[src/rtl/rx_iq_stream_ctrl_pkg.sv]
// Shared constants, types and the byte-select helper for the RX IQ stream controller.
package rx_iq_stream_ctrl_pkg;

    localparam int DEPTH_DEF  = 8;      // default ring buffer entries
    localparam int SAMPLE_W   = 32;     // width of each I/Q word
    localparam int ENTRY_W    = 4 * SAMPLE_W;
    localparam logic [7:0] RX_IQ_CMD = 8'd4;  // bus command that carries this stream
    localparam int BYTES_RX1  = 8;      // frame bytes per sample, RX1 only
    localparam int BYTES_RX2  = 16;     // frame bytes per sample, RX1 + RX2
    localparam int OVF_CNT_W  = 16;     // saturating drop counter width

    typedef enum logic {
        ST_IDLE   = 1'b0,
        ST_STREAM = 1'b1
    } state_t;

    // Entry layout is {rx1_i, rx1_q, rx2_i, rx2_q}. Readout order is
    // RX1 Q, RX1 I, RX2 Q, RX2 I, each word MSB first.
    function automatic logic [7:0] iq_byte_sel(input logic [ENTRY_W-1:0] entry,
                                               input logic [3:0]         idx);
        logic [SAMPLE_W-1:0] w_word;
        case (idx[3:2])
            2'd0:    w_word = entry[3*SAMPLE_W-1 -: SAMPLE_W];  // rx1_q
            2'd1:    w_word = entry[4*SAMPLE_W-1 -: SAMPLE_W];  // rx1_i
            2'd2:    w_word = entry[SAMPLE_W-1:0];              // rx2_q
            default: w_word = entry[2*SAMPLE_W-1 -: SAMPLE_W];  // rx2_i
        endcase
        case (idx[1:0])
            2'd0:    return w_word[31:24];
            2'd1:    return w_word[23:16];
            2'd2:    return w_word[15:8];
            default: return w_word[7:0];
        endcase
    endfunction

endpackage

[src/rtl/rx_iq_stream_ctrl_if.sv]
// Signal bundle between the DDC / bus command side and the RX IQ stream controller.
// Handshake: iq_valid, frame_start, frame_end, byte_req and clear_stats are
// single-cycle strobes sampled on the rising clock edge; there is no ready
// path. byte_valid is a one-cycle pulse that qualifies byte_out in the cycle
// after the byte_req it answers; byte_out holds its value otherwise.
interface rx_iq_stream_ctrl_if #(
    parameter int DEPTH = rx_iq_stream_ctrl_pkg::DEPTH_DEF
);
    import rx_iq_stream_ctrl_pkg::*;

    localparam int FILL_W = $clog2(DEPTH) + 1;

    logic                 iq_valid;
    logic [SAMPLE_W-1:0]  rx1_i;
    logic [SAMPLE_W-1:0]  rx1_q;
    logic [SAMPLE_W-1:0]  rx2_i;
    logic [SAMPLE_W-1:0]  rx2_q;
    logic                 rx2_enable;
    logic                 frame_start;
    logic                 frame_end;
    logic                 byte_req;
    logic                 clear_stats;
    logic [7:0]           byte_out;
    logic                 byte_valid;
    logic                 underrun;
    logic                 overflow;
    logic [FILL_W-1:0]    fill_level;
    logic [OVF_CNT_W-1:0] overflow_cnt;
    state_t               dbg_state;

    modport master (
        output iq_valid, rx1_i, rx1_q, rx2_i, rx2_q, rx2_enable,
               frame_start, frame_end, byte_req, clear_stats,
        input  byte_out, byte_valid, underrun, overflow, fill_level,
               overflow_cnt, dbg_state
    );

    modport slave (
        input  iq_valid, rx1_i, rx1_q, rx2_i, rx2_q, rx2_enable,
               frame_start, frame_end, byte_req, clear_stats,
        output byte_out, byte_valid, underrun, overflow, fill_level,
               overflow_cnt, dbg_state
    );

endinterface

[src/rtl/rx_iq_stream_ctrl_iq_ring_buffer.sv]
// Single-clock ring buffer of 128-bit IQ entries. When full, a write without a
// concurrent pop drops the oldest entry and counts the drop.
module rx_iq_stream_ctrl_iq_ring_buffer
    import rx_iq_stream_ctrl_pkg::*;
#(
    parameter int DEPTH = DEPTH_DEF
) (
    input  logic                     i_clk,
    input  logic                     i_rst,
    input  logic                     i_wr_en,
    input  logic [ENTRY_W-1:0]       i_wr_data,
    input  logic                     i_rd_req,
    input  logic                     i_clear_stats,
    output logic [ENTRY_W-1:0]       o_rd_data,
    output logic                     o_empty,
    output logic [$clog2(DEPTH):0]   o_fill_level,
    output logic                     o_overflow,
    output logic [OVF_CNT_W-1:0]     o_overflow_cnt
);

    localparam int PTR_W  = $clog2(DEPTH);
    localparam int FILL_W = PTR_W + 1;

    logic [ENTRY_W-1:0]   r_mem [DEPTH];
    logic [PTR_W-1:0]     r_wr_ptr;
    logic [PTR_W-1:0]     r_rd_ptr;
    logic [FILL_W-1:0]    r_fill;
    logic                 r_overflow;
    logic [OVF_CNT_W-1:0] r_ovf_cnt;

    logic w_empty;
    logic w_full;
    logic w_pop;
    logic w_drop;

    assign w_empty = (r_fill == '0);
    assign w_full  = (r_fill == FILL_W'(DEPTH));
    // A pop on empty is refused here; the controller reports it as underrun.
    assign w_pop   = i_rd_req && !w_empty;
    // Write into a full buffer with no pop freeing a slot overwrites the oldest.
    assign w_drop  = i_wr_en && w_full && !w_pop;

    // Entry storage; contents need no reset since fill_level gates their use.
    always_ff @(posedge i_clk) begin
        if (i_wr_en) begin
            r_mem[r_wr_ptr] <= i_wr_data;
        end
    end

    // Pointers, fill level, overflow pulse and saturating drop counter.
    always_ff @(posedge i_clk or posedge i_rst) begin
        if (i_rst) begin
            r_wr_ptr   <= '0;
            r_rd_ptr   <= '0;
            r_fill     <= '0;
            r_overflow <= 1'b0;
            r_ovf_cnt  <= '0;
        end else begin
            if (i_wr_en) begin
                r_wr_ptr <= r_wr_ptr + PTR_W'(1);
            end
            if (w_pop || w_drop) begin
                r_rd_ptr <= r_rd_ptr + PTR_W'(1);
            end
            case ({i_wr_en && !w_drop, w_pop})
                2'b10:   r_fill <= r_fill + FILL_W'(1);
                2'b01:   r_fill <= r_fill - FILL_W'(1);
                default: r_fill <= r_fill;
            endcase
            r_overflow <= w_drop;
            if (i_clear_stats) begin
                r_ovf_cnt <= '0;
            end else if (w_drop && (r_ovf_cnt != {OVF_CNT_W{1'b1}})) begin
                r_ovf_cnt <= r_ovf_cnt + OVF_CNT_W'(1);
            end
        end
    end

    assign o_rd_data      = r_mem[r_rd_ptr];
    assign o_empty        = w_empty;
    assign o_fill_level   = r_fill;
    assign o_overflow     = r_overflow;
    assign o_overflow_cnt = r_ovf_cnt;

endmodule

[src/rtl/rx_iq_stream_ctrl.sv]
// RX IQ stream controller: frames buffered DDC samples into the byte-serial
// stream read by the parallel bus engine during an RX IQ transfer.
module rx_iq_stream_ctrl
    import rx_iq_stream_ctrl_pkg::*;
#(
    parameter int DEPTH = DEPTH_DEF
) (
    input  logic             clk_in,
    input  logic             reset,
    rx_iq_stream_ctrl_if.slave bus
);

    localparam int         FILL_W   = $clog2(DEPTH) + 1;
    localparam logic [3:0] LAST_RX1 = 4'(BYTES_RX1 - 1);
    localparam logic [3:0] LAST_RX2 = 4'(BYTES_RX2 - 1);

    state_t       r_state;
    logic [3:0]   r_idx;
    logic         r_rx2_lat;
    logic [ENTRY_W-1:0] r_hold;
    logic [7:0]   r_byte_out;
    logic         r_byte_valid;
    logic         r_underrun;

    logic [ENTRY_W-1:0]   w_entry;
    logic [ENTRY_W-1:0]   w_rd_data;
    logic                 w_rd_empty;
    logic [FILL_W-1:0]    w_fill_level;
    logic                 w_overflow;
    logic [OVF_CNT_W-1:0] w_ovf_cnt;
    logic                 w_accept;
    logic                 w_pop_req;
    logic [ENTRY_W-1:0]   w_src;
    logic [3:0]           w_last_idx;

    assign w_entry = {bus.rx1_i, bus.rx1_q, bus.rx2_i, bus.rx2_q};

    // byte_req loses to frame_start / frame_end in the same cycle.
    assign w_accept   = (r_state == ST_STREAM) && !bus.frame_start &&
                        !bus.frame_end && bus.byte_req;
    assign w_pop_req  = w_accept && (r_idx == 4'd0);
    // At index 0 the first byte comes straight from the popped entry; on an
    // empty buffer the previous sample is repeated from the hold register.
    assign w_src      = ((r_idx == 4'd0) && !w_rd_empty) ? w_rd_data : r_hold;
    assign w_last_idx = r_rx2_lat ? LAST_RX2 : LAST_RX1;

    rx_iq_stream_ctrl_iq_ring_buffer #(
        .DEPTH (DEPTH)
    ) u_ring (
        .i_clk          (clk_in),
        .i_rst          (reset),
        .i_wr_en        (bus.iq_valid),
        .i_wr_data      (w_entry),
        .i_rd_req       (w_pop_req),
        .i_clear_stats  (bus.clear_stats),
        .o_rd_data      (w_rd_data),
        .o_empty        (w_rd_empty),
        .o_fill_level   (w_fill_level),
        .o_overflow     (w_overflow),
        .o_overflow_cnt (w_ovf_cnt)
    );

    // Frame FSM with byte index, hold register and registered byte outputs.
    always_ff @(posedge clk_in or posedge reset) begin
        if (reset) begin
            r_state      <= ST_IDLE;
            r_idx        <= 4'd0;
            r_rx2_lat    <= 1'b0;
            r_hold       <= '0;
            r_byte_out   <= 8'h00;
            r_byte_valid <= 1'b0;
            r_underrun   <= 1'b0;
        end else begin
            r_byte_valid <= 1'b0;
            r_underrun   <= 1'b0;
            case (r_state)
                ST_IDLE: begin
                    if (bus.frame_start) begin
                        r_state   <= ST_STREAM;
                        r_idx     <= 4'd0;
                        r_rx2_lat <= bus.rx2_enable;
                        r_hold    <= '0;
                    end
                end
                ST_STREAM: begin
                    if (bus.frame_start) begin
                        r_idx     <= 4'd0;
                        r_rx2_lat <= bus.rx2_enable;
                        r_hold    <= '0;
                    end else if (bus.frame_end) begin
                        r_state <= ST_IDLE;
                        r_idx   <= 4'd0;
                    end else if (bus.byte_req) begin
                        r_byte_out   <= iq_byte_sel(w_src, r_idx);
                        r_byte_valid <= 1'b1;
                        if (r_idx == 4'd0) begin
                            r_hold     <= w_src;
                            r_underrun <= w_rd_empty;
                        end
                        r_idx <= (r_idx == w_last_idx) ? 4'd0 : r_idx + 4'd1;
                    end
                end
                default: r_state <= ST_IDLE;
            endcase
        end
    end

    assign bus.byte_out     = r_byte_out;
    assign bus.byte_valid   = r_byte_valid;
    assign bus.underrun     = r_underrun;
    assign bus.overflow     = w_overflow;
    assign bus.fill_level   = w_fill_level;
    assign bus.overflow_cnt = w_ovf_cnt;
    assign bus.dbg_state    = r_state;

endmodule

[src/flat_wrapper.sv]
// flat-port wrapper written by rule: the top's interface ports become plain ports
module rx_iq_stream_ctrl_flat import rx_iq_stream_ctrl_pkg::*;
#(
    parameter int DEPTH = DEPTH_DEF
)
  (clk_in, reset, bus_iq_valid, bus_rx1_i, bus_rx1_q, bus_rx2_i, bus_rx2_q, bus_rx2_enable, bus_frame_start, bus_frame_end, bus_byte_req, bus_clear_stats, bus_byte_out, bus_byte_valid, bus_underrun, bus_overflow, bus_fill_level, bus_overflow_cnt, bus_dbg_state);
  rx_iq_stream_ctrl_if #(.DEPTH(DEPTH)) bus_i ();
  input  logic clk_in;
  input  logic reset;
  input wire logic [$bits(bus_i.iq_valid)-1:0] bus_iq_valid;
  input wire logic [$bits(bus_i.rx1_i)-1:0] bus_rx1_i;
  input wire logic [$bits(bus_i.rx1_q)-1:0] bus_rx1_q;
  input wire logic [$bits(bus_i.rx2_i)-1:0] bus_rx2_i;
  input wire logic [$bits(bus_i.rx2_q)-1:0] bus_rx2_q;
  input wire logic [$bits(bus_i.rx2_enable)-1:0] bus_rx2_enable;
  input wire logic [$bits(bus_i.frame_start)-1:0] bus_frame_start;
  input wire logic [$bits(bus_i.frame_end)-1:0] bus_frame_end;
  input wire logic [$bits(bus_i.byte_req)-1:0] bus_byte_req;
  input wire logic [$bits(bus_i.clear_stats)-1:0] bus_clear_stats;
  output wire logic [$bits(bus_i.byte_out)-1:0] bus_byte_out;
  output wire logic [$bits(bus_i.byte_valid)-1:0] bus_byte_valid;
  output wire logic [$bits(bus_i.underrun)-1:0] bus_underrun;
  output wire logic [$bits(bus_i.overflow)-1:0] bus_overflow;
  output wire logic [$bits(bus_i.fill_level)-1:0] bus_fill_level;
  output wire logic [$bits(bus_i.overflow_cnt)-1:0] bus_overflow_cnt;
  output wire logic [$bits(bus_i.dbg_state)-1:0] bus_dbg_state;
  assign bus_i.iq_valid = bus_iq_valid;
  assign bus_i.rx1_i = bus_rx1_i;
  assign bus_i.rx1_q = bus_rx1_q;
  assign bus_i.rx2_i = bus_rx2_i;
  assign bus_i.rx2_q = bus_rx2_q;
  assign bus_i.rx2_enable = bus_rx2_enable;
  assign bus_i.frame_start = bus_frame_start;
  assign bus_i.frame_end = bus_frame_end;
  assign bus_i.byte_req = bus_byte_req;
  assign bus_i.clear_stats = bus_clear_stats;
  assign bus_byte_out = bus_i.byte_out;
  assign bus_byte_valid = bus_i.byte_valid;
  assign bus_underrun = bus_i.underrun;
  assign bus_overflow = bus_i.overflow;
  assign bus_fill_level = bus_i.fill_level;
  assign bus_overflow_cnt = bus_i.overflow_cnt;
  assign bus_dbg_state = bus_i.dbg_state;
  rx_iq_stream_ctrl #(.DEPTH(DEPTH)) u_core (.clk_in(clk_in), .reset(reset), .bus(bus_i));
endmodule
[config.mk]
export PLATFORM = sky130hd
export DESIGN_NAME = rx_iq_stream_ctrl_flat
export DESIGN_NICKNAME = d
export VERILOG_FILES = /design/src/rtl/rx_iq_stream_ctrl_pkg.sv /design/src/rtl/rx_iq_stream_ctrl_if.sv /design/src/rtl/rx_iq_stream_ctrl_iq_ring_buffer.sv /design/src/rtl/rx_iq_stream_ctrl.sv /design/src/flat_wrapper.sv
export SDC_FILE = /design/constraint.sdc
export NUM_CORES = 1
export LEC_CHECK = 0
export CAP_MARGIN = 25
export CORE_UTILIZATION = 50
export DETAILED_ROUTE_END_ITERATION = 8
export GPL_TIMING_DRIVEN = 0
export PLACE_DENSITY = 0.72
export SETUP_SLACK_MARGIN = 0.1
export SKIP_LAST_GASP = 1
export SLEW_MARGIN = 20
export SYNTH_ARGS = -nofsm -noshare
export SYNTH_HDL_FRONTEND = slang
export SYNTH_HIERARCHICAL = 1
export SYNTH_SLANG_ARGS = --single-unit
[constraint.sdc]
create_clock -name clk_in -period 13.7 [get_ports clk_in]
set_clock_uncertainty 0.05 [all_clocks]
set_input_delay 2.74 -clock clk_in [delete_from_list [all_inputs] [get_ports clk_in]]
set_output_delay 2.74 -clock clk_in [all_outputs]
set_load 0.005 [all_outputs]
==> Implementation_results.wiki, run 1 <==
{| class="wikitable"
! Metric !! Value
|-
| Endpoint required time on the critical path || 14210 ps
|-
| Number of DRC violations after detailed-routing iteration 0 || 2293
|-
| First-pass GRT wire length || ~170000 um
|-
| Syn Nets || about 2.6k
|-
| Final critical delay including setup and external delays || 6011 ps
|-
| Worst IR drop on VDD || 0.0001272 V
|-
| Final estimated routing congestion in global placement || 0.9348
|-
| Maximum level of the CTS H-tree || 3
|-
| Share of total power in the clock network || 28.4%
|-
| Switching part of the total power || 29.27%
|-
| Chip width || 309.1 um
|-
| Cell row count || between 100 and 150
|-
| Root Buffer Master || clkbuf_16
|-
| F_max || between 150 and 200 MHz
|-
| Drt first pass iters || 5
|-
| Number of filler cells placed in the layout || between 6k and 7k
|-
| Overall overflow remaining after global route || 0
|-
| Register-to-Register Setup Slack || 9800 ps
|-
| Clock Latency Late Sink || approximately 700 ps
|-
| Total CTS buffers || between 100 and 150
|-
| Total number of vias || 24.55k
|-
| Number of synthesized flops with an enable pin || approximately 1.0k
|-
| Final hold viol count || 0
|-
| Setup repair after global routing missed its margin || no
|-
| Share of flip-flops with an asynchronous set or reset after synthesis || 14.31%
|-
| Total power of the final layout || 11.02 mW
|-
| Number of setup violations in the final report || 0
|-
| Routed wirelength normalized by instance count || 26.61 um
|-
| Die outline height || 309.1 um
|-
| Post-DR vias/cell || 5.846
|-
| Commonest cells after routing, fill and taps aside || edfxtp_1, nand2_1, mux4_2, a21oi_1, dfrtp_1
|-
| Core Area || ~0.093 mm^2
|-
| Clock transition at the registers of the reported paths || 70 ps
|-
| Detailed-route DRC error count || 0
|-
| Worst-margin pin slew || between 900 and 1000 ps
|-
| Detailed Place HPWL || 76160 um
|-
| Critical Path AT || around 6500 ps
|-
| Count of maximum capacitance violations || 0
|-
| Synth warnings || 6
|-
| Period utilization || a little over two fifths
|-
| Overall die area || 0.09556 mm^2
|-
| CP max FO || 9
|-
| Via count of the first global-routing pass || 25.11k
|-
| Final hold slack || 472.5 ps
|-
| NetSw || ~3.2 mW
|-
| Total Routing Usage GR || 23.89%
|-
| Top Ports || 168
|-
| Count of input and output buffers || 165
|-
| Final antenna-violating net count || 0
|-
| Final number of max-transition violations || 0
|-
| P&R area growth vs syn || 18.24%
|-
| Number of library cell types mapped by synthesis || 53
|-
| Fraction of final layout cells with drive strength greater than 1 || 25.82%
|-
| Clock Tree Buf Depth || 3
|-
| P_int || 7.792 mW
|-
| Postcts setup bufs || 0
|-
| Effective utilization at floorplan || 50.53%
|-
| Net count, final || 2990
|-
| Count of instances resized after the clock tree is built || 0
|-
| Hold WC Path Type || reg2reg
|-
| Cells after Synth || roughly 2.5k
|-
| Comb power frac || 29.2%
|-
| Pwr/cell area || 197.6 mW/mm^2
|-
| Cell area after technology mapping || 0.04716 mm^2
|-
| Pin count of the biggest net entering global routing || 75
|-
| Status || finished, final reports clean
|-
| Initial antenna violation count || 15
|-
| Ys flop type || edfxtp_1
|-
| Part of the power in registers || 42.4%
|-
| Seq/Total Area, Yosys || between 70% and 80%
|-
| CTS tree || done
|-
| Storage cell area || about 0.035 mm^2
|-
| Hold-fix buffers, CTS || 0
|-
| Leading cell type in the layout, fill and taps excluded || edfxtp_1
|-
| Total number of clock tree sinks || 1195
|-
| Smallest setup slack after layout || 7689 ps
|-
| Nature of the critical path endpoint || register
|-
| Slew margin rel. || between 30% and 40%
|-
| Dpl ws || 7029 ps
|-
| Synthesized area per cell || 19.08 um^2
|-
| Yosys reg bits || 1195
|-
| Post-detailed-routing wire length || 111700 um
|-
| LEAKAGE || around 19 nW
|-
| Startpoint-to-endpoint class of the critical path || in2reg
|-
| Area used by multi-input combinational logic || 0.01134 mm^2
|-
| Startpoint kind of the worst setup timing path || primary input
|}
## critical path, cell delays in order
cell             delay, ps
clkdlybuf4s50_1        480
nor2b_1                210
and3b_1                180
clkbuf_1               260
nor2b_1                770
nor2b_1                290
nand2_2                100
inv_2                   90
ha_1                   230
a21o_2                 210
a21oi_1                300
mux2_2                 380
a211o_1                270
## metal layers
metal	wire (um)	share of wire, %	track usage (%)
met5	124	0.11	0
met4	2266	2.0	6.643
met3	7370	6.6	4.385
met2	56000	50	39.24
met1	45980	41	32.99
## cell usage after synthesis, drive strengths merged, types with 2 or more instances
cell type | count | area [um^2]
nand4 | 6 | 50.04
o22ai | 16 | 100.1
mux2 | 144 | 1622
mux2i | 58 | 580.6
ha | 9 | 112.6
nor2b | 12 | 75.07
nand2b | 6 | 37.54
inv | 13 | 48.79
a21oi | 178 | 894.6
o21ai | 26 | 130.1
nand3 | 9 | 45.04
dfrtp | 171 | 4279
or4 | 8 | 63.81
xnor2 | 6 | 52.55
a211oi | 17 | 127.6
and2 | 2 | 13.77
and4 | 2 | 17.52
mux4 | 256 | 5766
o31ai | 16 | 120.1
and3b | 3 | 26.28
buf | 94 | 611.8
nor2 | 20 | 82.58
nor4 | 3 | 25.02
clkbuf | 48 | 180.2
nand2 | 291 | 1097
or3 | 8 | 50.05
nor3 | 7 | 57.55
a31oi | 8 | 50.05
edfxtp | 1024 | 30750
## power by group through the flow
stage                     Clock (mW)  Sequential [mW]  Combinational (mW)
after global placement             0             4.95                2.99
after CTS                       3.19             4.67                3.27
after detailed placement           0             4.74                3.25
after global routing            3.32             4.70                3.40
after floorplan                    0             4.78                2.01
final                           3.13             4.67                3.22
## layout make-up
type                    instances  share of cell area [%]
diodes                          5                 0.02244
plain buffers                 142                   1.422
clock buffers                 138                   5.313
clock inverters                74                   1.393
inverters                      14                  0.1077
multi-input cells            1121                   20.34
flip-flops and latches       1195                   62.81
well taps                    1254                   2.814
repair buffers                256                   5.771
## final timing paths
check,startpoint,to,depth (start not counted)
worst max-delay path,bus_frame_end,u_core/u_ring/o_fill_level[3]$_DFFE_PP0P_,13
worst min-delay path,u_core/r_hold[71]$_DFFE_PP0P_,u_core/r_hold[71]$_DFFE_PP0P_,2
worst max register to register,u_core/bus.dbg_state$_DFF_PP0_,u_core/u_ring/o_fill_level[3]$_DFFE_PP0P_,12
worst min register to register,u_core/r_hold[71]$_DFFE_PP0P_,u_core/r_hold[71]$_DFFE_PP0P_,2
max in group asynchronous,reset,u_core/r_hold[79]$_DFFE_PP0P_,3
min in group asynchronous,reset,u_core/r_hold[10]$_DFFE_PP0P_,2
## cells by family after synthesis
logic type | Yosys count | share of synthesized area, %
buf+inv | 156 | 1.791
mux | 458 | 16.89
fa+ha+maj | 10 | 0.2812
compound gates | 266 | 3.107
flops | 1195 | 74.27
simple gates | 380 | 3.526
xor+xnor | 7 | 0.1300
## registers in the layout, indices dropped and copies added, names as in the netlist
| signal | flops |
|---|---|
| u_core/r_hold | 128 |
| u_core/u_ring/r_wr_ptr | 3 |
| u_core/u_ring/r_mem | 1024 |
| u_core/r_rx2_lat | 1 |
| u_core/u_ring/o_overflow | 1 |
| u_core/u_ring/r_rd_ptr | 3 |
| u_core/bus.dbg_state | 1 |
| u_core/u_ring/o_overflow_cnt | 16 |
| u_core/r_idx | 4 |
| u_core/u_ring/o_fill_level | 4 |
| u_core/bus.byte_valid | 1 |
| u_core/bus.byte_out | 8 |
| u_core/bus.underrun | 1 |
## through the flow
| step | cell area (um^2) | TNS, ps | instances | util [%] |
|---|---|---|---|---|
| after floorplan | 47160 | 0 | 2472 | - |
| after global placement | 50380 | -3771760 | 3891 | 53.98 |
| after detailed placement | 52010 | 0 | 3982 | 55.73 |
| after CTS | 55750 | 0 | 4194 | 59.74 |
| after global routing | 55760 | 0 | 4198 | 59.75 |
| final | 55770 | 0 | 4199 | 59.75 |
Power figures use the tool's default switching activity.
==> run 2, diff against run 1 <==
- PLACE_DENSITY: 0.72 -> 0.75
- clock period: 13.7 -> 5.18 ns (I/O delays scaled with it)
==> run 2 against run 1 <==
Net effect: combinational power rose to 2.7 times the previous value; global-route usage about the same; non-clock buffer count down 20; register-to-register slack worse by 8600 ps; first-iteration DRC count up 12%; critical endpoint unchanged; utilization up 0.078 points.
==> Implementation_results.wiki, run 2 (synthesis results as in run 1) <==
{| class="wikitable"
! Metric !! Value
|-
| Status || finished, final reports clean
|-
| Nature of the critical path endpoint || register
|-
| Core Area || 0.09333 mm^2 (unchanged)
|-
| Total CTS buffers || 115 (+0.88%)
|-
| Root Buffer Master || clkbuf_16
|-
| Cell Area, Placed || 0.05188 mm^2 (-0.25%)
|-
| Routed wirelength normalized by instance count || 26.91 um (+1.1%)
|-
| Period utilization || 84.53%
|-
| Final estimated routing congestion in global placement || 0.9374 (+0.28%)
|-
| Fraction of final layout cells with drive strength greater than 1 || 25.63% (-0.18 points)
|-
| Final hold viol count || 0 (unchanged)
|-
| Clock Tree Buf Depth || 3 (unchanged)
|-
| Dpl ws || 151.5 ps (-6878 ps)
|-
| Total number of vias || 24.66k (+0.45%)
|-
| Total power of the final layout || 29.52 mW (+170%)
|-
| First-pass GRT wire length || 164800 um (-0.27%)
|-
| Startpoint-to-endpoint class of the critical path || in2reg
|-
| Hold-fix buffers, CTS || 0 (unchanged)
|-
| Number of filler cells placed in the layout || 6543 (-2.1%)
|-
| Detailed-route DRC error count || 0 (unchanged)
|-
| Post-detailed-routing wire length || 112600 um (+0.77%)
|-
| Die outline height || 309.1 um (unchanged)
|-
| Overall die area || 0.09556 mm^2 (unchanged)
|-
| Drt first pass iters || 5 (unchanged)
|-
| Count of instances resized after the clock tree is built || 0 (unchanged)
|-
| Flip-flop count of the largest register, all copies and words added || 1024 (unchanged)
|-
| Total Routing Usage GR || 23.92% (+0.030 points)
|-
| Final antenna-violating net count || 0 (unchanged)
|-
| Worst-margin pin slew || 1005 ps (+90.00 ps)
|-
| Count of input and output buffers || 165 (unchanged)
|-
| Top Ports || 168 (unchanged)
|-
| Critical Path AT || 4910 ps (-1620 ps)
|-
| Startpoint of the most critical hold path || u_core/r_hold[66]$_DFFE_PP0P_
|-
| Reg2Reg Capture Point || u_core/u_ring/o_fill_level[3]$_DFFE_PP0P_
|-
| F_max || 228.4 MHz
|-
| Overall overflow remaining after global route || 0 (unchanged)
|-
| Setup repair after global routing missed its margin || no
|-
| Cell row count || 112 (unchanged)
|-
| Detailed Place HPWL || 75990 um (-0.22%)
|-
| Register-to-Register Setup Slack || 1190 ps (-8610 ps)
|-
| Maximum level of the CTS H-tree || 3 (unchanged)
|-
| CTS tree || done
|-
| Number of cells on the worst reg-to-reg path || 12 (unchanged)
|-
| Critical path destination || u_core/u_ring/o_fill_level[3]$_DFFE_PP0P_
|-
| Total number of clock tree sinks || 1195 (unchanged)
|-
| Post-DR vias/cell || 5.893 (+0.81%)
|-
| Pwr/cell area || 528.6 mW/mm^2 (+170%)
|-
| Hold WC Path Type || reg2reg
|-
| Net count, final || 2971 (-0.64%)
|-
| Setup crit start || bus_frame_end
|-
| Count of maximum capacitance violations || 0 (unchanged)
|-
| Commonest cells after routing, fill and taps aside || edfxtp_1, nand2_1, mux4_2, a21oi_1, dfrtp_1
|-
| Most flop-heavy register || u_core/u_ring/r_mem
|-
| Pin count of the biggest net entering global routing || 78 (+4.0%)
|-
| Clock Latency Late Sink || 710 ps (about the same)
|-
| Slew margin rel. || 32.88% (-6.1 points)
|-
| Final number of max-transition violations || 0 (unchanged)
|-
| Number of DRC violations after detailed-routing iteration 0 || 2574 (+12%)
|-
| Number of setup violations in the final report || 0 (unchanged)
|-
| Startpoint kind of the worst setup timing path || primary input
|-
| Final critical delay including setup and external delays || around 4400 ps
|-
| Leading cell type in the layout, fill and taps excluded || edfxtp_1
|-
| Start of the worst register-to-register path || u_core/bus.dbg_state$_DFF_PP0_
|-
| Worst IR drop on VDD || 0.0003374 V (+170%)
|-
| Postcts setup bufs || 0 (unchanged)
|-
| Effective utilization at floorplan || 50.53% (unchanged)
|-
| Initial antenna violation count || 18 (+3)
|-
| Smallest setup slack after layout || 801.3 ps (-6887 ps)
|-
| P&R area growth vs syn || 18.40%
|-
| Via count of the first global-routing pass || 25.16k (+0.18%)
|-
| Post-route standard cell area excluding fillers || 0.05584 mm^2 (+0.13%)
|-
| Chip width || 309.1 um (unchanged)
|-
| Clock transition at the registers of the reported paths || 60 ps (about the same)
|-
| Endpoint required time on the critical path || 5710 ps (-8500 ps)
|-
| CP max FO || 9 (unchanged)
|-
| LEAKAGE || 18.54 nW (about the same)
|}
run 2: cell types whose count changed in the layout (fill, tap and decap cells not counted), sizes merged:
cell	previous run	this run
buf	185	165
clkinvlp	10	7
clkinv	48	57
clkbuf	186	181
diode	5	4
bufinv	13	18
run 2: report_power, final:
group          switching, mW  internal [mW]  total, mW
combinational           4.59           3.94       8.54
clock                   3.62           5.01       8.63
sequential             0.443           11.9       12.4
total                   8.66           20.9       29.5
run 2: cell type report:
| type | count | area (um^2) | share of cell area [%] |
|---|---|---|---|
| multi-input combinational | 1121 | 11360 | 20.34 |
| clock buffer | 133 | 2945 | 5.275 |
| tap | 1254 | 1569 | 2.810 |
| antenna | 4 | 10.01 | 0.01793 |
| sequential | 1195 | 35030 | 62.73 |
| timing repair buffer | 236 | 3075 | 5.508 |
| buffer | 142 | 794.5 | 1.423 |
| inverter | 14 | 60.06 | 0.1076 |
| clock inverter | 85 | 998.5 | 1.788 |
run 2: worst max-delay path, stage by stage:
cell	delay (ps)
clkdlybuf4s50_1	460
nor2b_1	210
and3b_1	190
clkbuf_1	310
nor2b_1	840
nor2b_1	290
nand2_2	100
inv_2	80
ha_1	220
a21o_2	210
a21oi_1	300
mux2_2	380
a211o_1	270
run 2: layer usage:
metal	share of wire, %	global-route usage (%)	wire (um)	vias to the layer above
met2	50	39.42	56310	934
met5	0.14	0	156	-
met4	2.4	6.539	2704	22
met3	7.2	5.084	8146	173
li1	-	-	-	10587
met1	40	32.48	45290	12940
run 2: worst min path at each step:
stage                                                to  slack (ps)  cells past startpoint
after global routing      u_core/r_hold[66]$_DFFE_PP0P_         490                      2
after CTS                 u_core/r_hold[79]$_DFFE_PP0P_         470                      2
after detailed placement  u_core/r_hold[79]$_DFFE_PP0P_         470                      2
after floorplan           u_core/r_hold[32]$_DFFE_PP0P_         450                      2
final                     u_core/r_hold[66]$_DFFE_PP0P_         470                      2
after global placement    u_core/r_hold[65]$_DFFE_PP0P_         460                      2
run 2: metrics by stage:
| stage | hold slack, ps | TNS (ps) | cells | util, % |
|---|---|---|---|---|
| finish | 469.5 | 0 | 4184 | 59.83 |
| global route | 488.0 | 0 | 4181 | 59.82 |
| CTS | 473.7 | 0 | 4180 | 59.82 |
| detailed placement | 465.2 | 0 | 3962 | 55.59 |
| global placement | 459.5 | -4293630 | 3891 | 54.03 |
| floorplan | 447.1 | -56110 | 2472 | - |
==> RTL edit: new RTL, config.mk and constraints of run 1 <==
`OVF_CNT_W`: 16 -> 20.
--- a/src/rtl/rx_iq_stream_ctrl_pkg.sv
+++ b/src/rtl/rx_iq_stream_ctrl_pkg.sv
@@ -7,7 +7,7 @@
     localparam logic [7:0] RX_IQ_CMD = 8'd4;  // bus command that carries this stream
     localparam int BYTES_RX1  = 8;      // frame bytes per sample, RX1 only
     localparam int BYTES_RX2  = 16;     // frame bytes per sample, RX1 + RX2
-    localparam int OVF_CNT_W  = 16;     // saturating drop counter width
+    localparam int OVF_CNT_W  = 20;     // saturating drop counter width
 
     typedef enum logic {
         ST_IDLE   = 1'b0,
Interface: changed (resized bus_overflow_cnt); port bits go from 168 to 172. No check against the original RTL was run, so the function may have changed too.
==> RTL edit against run 1 <==
Global-route usage down 0.065 points. Total power grew 0.40%. Fmax increased by 3.1%. Area after synthesis is 0.34% higher. Routed wire length grew 0.18%. Worst setup slack better by 180 ps. Sequential cell count up 4. Design area grew 0.15%.
==> RTL edit: results (changes against run 1) <==
* Outcome: finished clean
* Syn avg cell area at 19.0 um^2 (-0.26%)
* Slowest-stage cell, CP: nor3_2
* Number of global-route vias before repair at 25.6k (+2.1%)
* Finished Layout Cells at 4216 (+0.40%)
* Post-synth top flop: edfxtp_1
* Max FFs per register at 1024 (unchanged)
* Synthesized Nets at 2633 (+0.57%)
* M1 wire length at 44700 um (-2.8%)
* P_leak at 18.6 nW (+0.48%)
* Fraction of layout cells with a size suffix above 1 at 25.5% (-0.28 points)
* Dpl ws at 7160 ps (+132 ps)
* Met2 Resource Use GR at 40.4% (+1.1 points)
* Synth cell types at 58 (+9.4%)
* FFs w/ async S/R, synth at 14.6% (+0.29 points)
* Largest net degree at the start of global routing at 93 (+24%)
* DP Cell Count at 3999 (+0.43%)
* XOR/XNOR share of the synthesized area at 0.407% (+0.28 points)
* Min-Delay Path Depth at 2 (unchanged)
* Post-synth top cells: edfxtp_1 (1024), nand2_1 (293), mux4_2 (256)
* Post-synth EDFFs at 1024 (unchanged)
* Port Buffers at 170 (+3.0%)
* P_int at 7.83 mW (+0.51%)
* Worst EP arrival at 6170 ps (-360 ps)
* TritonRoute pass-1 iters at 5 (unchanged)
* CTS buffer count at 115 (+0.88%)
* M1 GR Usage at 31.3% (-1.7 points)
* Fill cells at 6605 (-1.1%)
* Post-synthesis mux area share at 16.8% (-0.10 points)
* Post-CTS sizing at 0 (unchanged)
* Global placement routability congestion at 0.910 (-2.7%)
* Wirelength, routed at 112000 um (+0.18%)
* WL met3 at 7270 um (-1.4%)
* Max stage delay on crit path at 660 ps (-110 ps)
* Via count at 24.6k (+0.20%)
* Initial DRC count at 2219 (-3.2%)
* Worst-path maximum fanout at 10 (+1)
* Adder-cell area share of the yosys netlist at 0.280% (-0.00096 points)
* Antenna violations before repair at 17 (+2)
* Global Route met3 Usage at 4.37% (-0.013 points)
* Clock latency on the worst-skew pair at 710 ps
* Worst R2R Path Depth at 12 (unchanged)
* Global router's overall resource usage at 23.8% (-0.065 points)
* Highest Signal Layer: met5
* Hpwl dp at 76900 um (+0.94%)
* Synth Area in Compound Gates at 2.96% (-0.15 points)
* Hold WC Path Type: reg2reg
* Post-layout nets at 3008 (+0.60%)
* Sequential share of the synthesized area at 74.2% (about the same)
* Slew margin rel. at 38.3% (-0.67 points)
* Met2 wire len at 56700 um (+1.3%)
* Power per cell area at 198 mW/mm^2 (+0.24%)
* VDD IR max at 121 uV (-4.6%)
* Global-route wire length before repair at 165000 um (about the same)
* Root Buffer: clkbuf_16
* Top cells by area, synth: edfxtp_1 (65%), mux4_2 (12%), dfrtp_1 (9.3%)
## RTL edit: cell types whose count changed after synthesis, moves of 8 or more
cell      change
clkbuf_1      +8
buf_1        -10
buf_4        -17
a21oi_1       -9
nor2_1       +17
xnor2_1      +12
o31ai_1       -8
buf_2        +18
## RTL edit: per-stage QoR
step                      area (um^2)  hold slack (ps)
final                           55900              472
after global routing            55800              487
after CTS                       55800              473
after detailed placement        52100              464
after global placement          50600              444
after floorplan                 47300              430
## RTL edit: worst paths after layout
kind	startpoint	to	slack (ps)
setup reg to reg	u_core/bus.dbg_state	u_core/u_ring/o_fill_level[3]	9990
hold / removal	u_core/r_hold[71]	u_core/r_hold[71]	470
max in group asynchronous	reset	u_core/r_hold[47]	10290
min in group asynchronous	reset	u_core/r_hold[17]	2520
setup / recovery	bus_iq_valid	u_core/u_ring/r_mem[1][51]	7870
hold reg to reg	u_core/r_hold[71]	u_core/r_hold[71]	470
## RTL edit: area by class of cell
type                    count  area, um^2  area share (%)
inverters                  13        56.3           0.101
well taps                1254        1570            2.81
multi-input cells        1134       11500            20.5
clock inverters            71         757            1.36
flip-flops and latches   1199       35100            62.9
clock buffers             141        3010            5.38
diodes                      5        12.5          0.0224
plain buffers             141         749            1.34
repair buffers            258        3110            5.57
## RTL edit: power by group through the flow
stage / Sequential (mW) / Combinational (mW) / Clock [mW]
finish: 4.68 / 3.22 / 3.16
CTS: 4.68 / 3.27 / 3.21
global placement: 4.96 / 3.00 / 0
global route: 4.72 / 3.39 / 3.34
detailed placement: 4.75 / 3.25 / 0
floorplan: 4.80 / 2.00 / 0
## RTL edit: worst max-delay path, delay by kind of cell
| kind | cells | cell delay, ps |
|---|---|---|
| buf+inv | 9 | 2400 |
| simple gates | 2 | 990 |
